File: src/rtl/link_pkg.sv
// link_pkg: link state type and the fixed IDLE/TRAIN words shared by the transmitter
package link_pkg;
  localparam int MAXW = 1024;
  typedef enum logic [1:0] {TRAIN, WAIT, RUN} link_state_t;
  function automatic logic [MAXW-1:0] idle_word(input int w);
    idle_word = '0;
    for (int i = 0; i < w; i++) idle_word[i] = 1'b1;
  endfunction
  function automatic logic [MAXW-1:0] train_word(input int w);
    train_word = '0;
    for (int i = 1; i < w; i += 2) train_word[i] = 1'b1;
  endfunction
endpackage

File: src/rtl/link_tx_fifo.sv
// link_tx_fifo: synchronous FIFO buffering words ahead of the link
module link_tx_fifo #(
  parameter int w = 128,
  parameter int D = 8
) (
  input  logic                 clock,
  input  logic                 reset,
  input  logic                 push,
  input  logic                 pop,
  input  logic [w-1:0]         wdata,
  output logic [w-1:0]         rdata,
  output logic [$clog2(D):0]   count,
  output logic                 empty,
  output logic                 full
);
  localparam int AW = $clog2(D);
  logic [w-1:0] mem [D];
  logic [AW-1:0] wp, rp;
  assign rdata = mem[rp];
  assign empty = count == '0;
  assign full = count == (AW+1)'(D);
  always_ff @(posedge clock) begin
    if (!reset) begin
      wp <= '0;
      rp <= '0;
      count <= '0;
    end else begin
      if (push) begin
        mem[wp] <= wdata;
        wp <= wp + AW'(1);
      end
      if (pop) rp <= rp + AW'(1);
      count <= count + (AW+1)'(push) - (AW+1)'(pop);
    end
  end
endmodule

File: src/rtl/link_tx.sv
// link_tx: ring link transmitter that trains until aligned, then streams buffered words
module link_tx
  import link_pkg::*;
#(
  parameter int w = 128,
  parameter int D = 8,
  parameter int TRAIN_LEN = 16
) (
  input  logic         clock,
  input  logic         reset,
  input  logic [w-1:0] tx_data,
  input  logic         tx_valid,
  output logic         tx_ready,
  input  logic         aligned,
  output logic [w-1:0] odata,
  output logic         ovalid,
  output logic         link_up,
  output logic [15:0]  drop_count
);
  localparam logic [w-1:0] IDLE = w'(idle_word(w));
  localparam logic [w-1:0] TRAINW = w'(train_word(w));
  localparam int CW = $clog2(TRAIN_LEN + 1);
  localparam int AW = $clog2(D);
  link_state_t state, state_n;
  logic [CW-1:0] cnt, cnt_n;
  logic [1:0] hist, hist_n;
  logic reset_q, push, pop, drop, empty, full;
  logic [w-1:0] rdata;
  logic [AW:0] count;
  assign tx_ready = !reset_q && count < (AW+1)'(D);
  assign drop = tx_valid && tx_ready && tx_data == IDLE;
  assign push = tx_valid && tx_ready && !full && tx_data != IDLE;
  assign pop = state == RUN && !empty;
  link_tx_fifo #(.w(w), .D(D)) fifo (
    .clock(clock), .reset(reset), .push(push), .pop(pop), .wdata(tx_data),
    .rdata(rdata), .count(count), .empty(empty), .full(full)
  );
  // History is shifted before the test so two consecutive aligned samples suffice
  always_comb begin
    state_n = state;
    cnt_n = '0;
    hist_n = '0;
    if (state == TRAIN) begin
      cnt_n = cnt + CW'(1);
      if (cnt == CW'(TRAIN_LEN - 1)) state_n = WAIT;
    end else if (state == WAIT) begin
      hist_n = {hist[0], aligned};
      if (&hist_n) state_n = RUN;
    end else if (!aligned) state_n = TRAIN;
  end
  always_ff @(posedge clock) begin
    if (!reset) begin
      state <= TRAIN;
      cnt <= '0;
      hist <= '0;
      reset_q <= 1'b1;
      odata <= '0;
      ovalid <= 1'b0;
      link_up <= 1'b0;
      drop_count <= '0;
    end else begin
      state <= state_n;
      cnt <= cnt_n;
      hist <= hist_n;
      reset_q <= 1'b0;
      odata <= pop ? rdata : state == RUN ? IDLE : TRAINW;
      ovalid <= pop;
      link_up <= state == RUN;
      drop_count <= drop_count + 16'(drop && drop_count != 16'hFFFF);
    end
  end
endmodule

File: config.mk
export PLATFORM = sky130hd
export DESIGN_NAME = link_tx
export DESIGN_NICKNAME = d
export VERILOG_FILES = /design/src/rtl/link_pkg.sv /design/src/rtl/link_tx_fifo.sv /design/src/rtl/link_tx.sv
export SDC_FILE = /design/constraint.sdc
export NUM_CORES = 1
export LEC_CHECK = 0
export CAP_MARGIN = 40
export CORE_MARGIN = 2
export CORE_UTILIZATION = 45
export DETAILED_ROUTE_END_ITERATION = 8
export GPL_TIMING_DRIVEN = 0
export PLACE_DENSITY = 0.64
export SLEW_MARGIN = 20
export SYNTH_ARGS = -nofsm -noshare
export SYNTH_HDL_FRONTEND = slang
export SYNTH_SLANG_ARGS = --single-unit
File: constraint.sdc
create_clock -name clock -period 17 [get_ports clock]
set_input_delay 1.7 -clock clock [delete_from_list [all_inputs] [get_ports clock]]
set_output_delay 1.7 -clock clock [all_outputs]
set_load 0.01 [all_outputs]
==> flow_summary.json <==
{
  "floorplan.die.width_um": 315.4,
  "detail_route.wl_per_cell_um": 26.49,
  "clk_transition_reported_paths_ps": 60,
  "ctsLongestPathBuffers": 3,
  "layout_commonest_cell": "sky130_fd_sc_hd__edfxtp_1",
  "num_rows": 114,
  "cap_viol_max_count": 0,
  "postCtsResizedCells": 0,
  "grt_setup_unrepaired": "no",
  "start_util_pct": 45.26,
  "post_syn_nets": 2139,
  "final_min_period_over_clock_period_pct": 33.66,
  "clock_root_buffer_master": "sky130_fd_sc_hd__clkbuf_16",
  "synth_xor_xnor_area_share_pct": 0.3612,
  "cts.hold.buffers_added": 0,
  "place_congestion": 0.7481,
  "register_area_um2": 34110,
  "timing.critical_path.fanout_max": 9,
  "cp.required_ps": 17440,
  "vdd_ir_drop_max_mv": 0.08569,
  "vias_in_the_first_global_route": 23040,
  "unique_masters_post_synth": 35,
  "number_of_buffers_created_by_cts": 119,
  "cts_tree": "yes",
  "detail_route.drc_violations": 0,
  "drtAntennaViolNets": 0,
  "ys_seq_area_share_pct": 78.16,
  "worstMarginPinSlew_ps": 904.4,
  "synth.avg_cell_area_um2": 21.89,
  "syn_to_final_growth_pct": 22.65,
  "synthMuxAreaShare_pct": 16.24,
  "die_area_um2": 99500,
  "arrival_ps": 6160,
  "insertion_delay_ps": 700,
  "cts_num_sinks": 1192,
  "final.setup_skew_ps": 24.33,
  "drt-pass1-iter-count": 5,
  "mostFrequentLayoutCells": "sky130_fd_sc_hd__edfxtp_1 (1,024), sky130_fd_sc_hd__clkdlybuf4s50_1 (278), sky130_fd_sc_hd__mux4_2 (256), sky130_fd_sc_hd__dfxtp_1 (168), sky130_fd_sc_hd__a21oi_1 (135)",
  "grt-ovfl-total": 0,
  "final.min_clock_period_ps": 5723,
  "setup_viol_count_final": 0,
  "drtIter0Drc": 1855,
  "fp.dieH_um": 315.4,
  "report.final.slew_viol_count": 0,
  "critPathCaptureType": "flip-flop",
  "drt-total-wl_um": 105800,
  "slew-limit-headroom_pct": 39.70,
  "run_status": "completed",
  "finalHoldViolations": 0,
  "synth_top_family_by_area": "multiplexers",
  "design.core.area_um2": 96420,
  "grt_first_pass_wirelength_um": 153500,
  "synth-warning-count": 0,
  "final.fill_count": 7391,
  "maxClockFrequency_ghz": 0.1747,
  "synth_cells": 1994,
  "power_per_cell_area_nw_per_um2": 115.1,
  "track_usage_pct": 21.32,
  "compound_cell_area_share_of_the_yosys_netlist_pct": 1.640,
  "post_drt_via_cell_ratio": 5.495,
  "cp_launch_type": "primary input",
  "io_pins": 279,
  "pre_cts_slack_ps": 10470,
  "leakage_power_summed_over_all_cells_nw": 17.35,
  "post_cts_buffers": 0,
  "hpwlAfterDp_um": 73820,
  "grt_max_degree": 16,
  "port_buffers": 278,
  "path_class": "primary input to flip-flop",
  "synth_fa_ha_area_share_pct": 0.3899,
  "multiInputGateArea_um2": 8850,
  "ys_seq_elements": 1192,
  "antenna_found_initial": 17,
  "worst_hold_path_type": "flip-flop to flip-flop",
  "nNetsFinal": 2755,
  "synth_area_in_simple_gates_pct": 1.545,
  "cts-htree-levels": 3,
  "utilization_pct": 55.52,
  "post_synth_instance_area_um2": 43650,
  "finalWorstSetupSlack_ps": 11280,
  "layout-drive-gt1-share_pct": 26.93,
  "detailroute.via_count": 21950
}
-- Yosys cell counts --
master / instances / area [µm²]
sky130_fd_sc_hd__xnor2_1: 8 / 70.07
sky130_fd_sc_hd__nand3_1: 9 / 45.04
sky130_fd_sc_hd__o21a_1: 1 / 7.510
sky130_fd_sc_hd__mux4_2: 256 / 5766
sky130_fd_sc_hd__o211ai_1: 2 / 15.01
sky130_fd_sc_hd__inv_1: 11 / 41.29
sky130_fd_sc_hd__buf_6: 32 / 360.4
sky130_fd_sc_hd__o21ai_0: 2 / 10.01
sky130_fd_sc_hd__nor4_1: 14 / 87.58
sky130_fd_sc_hd__nand4_1: 36 / 225.2
sky130_fd_sc_hd__nand3b_1: 2 / 15.01
sky130_fd_sc_hd__and3b_1: 1 / 8.760
sky130_fd_sc_hd__clkbuf_1: 29 / 108.9
sky130_fd_sc_hd__dfxtp_1: 168 / 3363
sky130_fd_sc_hd__xor2_1: 10 / 87.58
sky130_fd_sc_hd__edfxtp_1: 1024 / 30750
sky130_fd_sc_hd__nor3_1: 7 / 35.03
sky130_fd_sc_hd__buf_2: 36 / 180.2
sky130_fd_sc_hd__or3b_1: 1 / 8.760
sky130_fd_sc_hd__nand4_2: 1 / 12.51
sky130_fd_sc_hd__ha_1: 12 / 150.1
sky130_fd_sc_hd__or3_1: 4 / 25.02
sky130_fd_sc_hd__nor2_1: 30 / 112.6
sky130_fd_sc_hd__mux2i_1: 132 / 1321
sky130_fd_sc_hd__and2_1: 4 / 25.02
sky130_fd_sc_hd__inv_2: 1 / 3.750
sky130_fd_sc_hd__fa_1: 1 / 20.02
sky130_fd_sc_hd__clkinv_1: 1 / 3.750
sky130_fd_sc_hd__buf_4: 2 / 15.01
sky130_fd_sc_hd__nand2_1: 13 / 48.80
sky130_fd_sc_hd__a21o_1: 1 / 7.510
sky130_fd_sc_hd__a21oi_1: 135 / 675.7
sky130_fd_sc_hd__nand2b_1: 1 / 6.260
sky130_fd_sc_hd__and3_1: 3 / 18.77
sky130_fd_sc_hd__buf_1: 4 / 15.01
-- cells by family after synthesis --
family / Yosys count
AOI/OAI and AO/OA: 141
xor gates and xnor gates: 18
adders and majority gates: 13
buffers and inverters: 116
DFF: 1192
muxes: 388
and+or+nand+nor: 126
-- metrics by stage --
stage               cell area [µm²]   TNS, ps  std cells  total power [mW]  hold WS, ps
floorplan                     43650         0       1994             3.445        406.4
CTS                           53490         0       3987             6.210        449.2
global route                  53520         0       3991             6.352        459.3
global placement              48020  -9849200       3548             3.641        423.5
finish                        53530         0       3995             6.163        450.2
detailed placement            49590         0       3762             3.629        435.5
-- state kept, by name (all words and copies together), names as in the netlist, 2 cells and up, named ones only --
signal	cells
fifo.rp	3
fifo.wp	3
odata	128
cnt	5
drop_count	16
fifo.count	4
state	2
fifo.mem	1024
-- area by class of cell --
cell class / instances / share of cell area, %
flip-flops and latches: 1192 / 63.73
inverters: 13 / 0.09116
multi-input cells: 686 / 16.53
well taps: 1276 / 2.982
plain buffers: 103 / 1.276
clock buffers: 155 / 6.023
repair buffers: 495 / 8.092
diodes: 5 / 0.02337
clock inverters: 70 / 1.253
-- worst max-delay path, cell delays in order --
cell and delay (ps):
sky130_fd_sc_hd__clkdlybuf4s50_1 840, sky130_fd_sc_hd__nand4_1 230, sky130_fd_sc_hd__nor4_1 680, sky130_fd_sc_hd__nand4_1 520, sky130_fd_sc_hd__o21a_1 400, sky130_fd_sc_hd__inv_2 210, sky130_fd_sc_hd__nor4_2 70, sky130_fd_sc_hd__buf_2 200
sky130_fd_sc_hd__buf_4 190, sky130_fd_sc_hd__buf_4 160, sky130_fd_sc_hd__buf_2 180, sky130_fd_sc_hd__buf_2 190, sky130_fd_sc_hd__buf_4 180, sky130_fd_sc_hd__buf_2 180, sky130_fd_sc_hd__buf_2 200
-- final timing paths --
kind	startpoint	cells after the start	slack, ps	to
worst max register to register	fifo.count[3]	13	12970	fifo.mem[4][120]
worst max-delay path	tx_data[127]	15	11280	fifo.mem[5][50]
worst min-delay path	hist[0]	1	450	state[0]
worst min register to register	hist[0]	1	450	state[0]
-- metal layers --
layer  GRT usage, %  vias to the layer above  share of wire, %
li1               -                     9515                 -
met5              0                        -              0.15
met3          4.054                      181               6.3
met2          36.83                      694                51
met4          5.623                       24               2.4
met1          27.85                    11540                40
-- power by group --
group | switching, mW | internal (mW)
combinational | 0.209 | 0.117
sequential | 0.0165 | 3.23
clock | 1.07 | 1.51
total | 1.30 | 4.86
No activity file was read; power rests on OpenSTA's default activity.
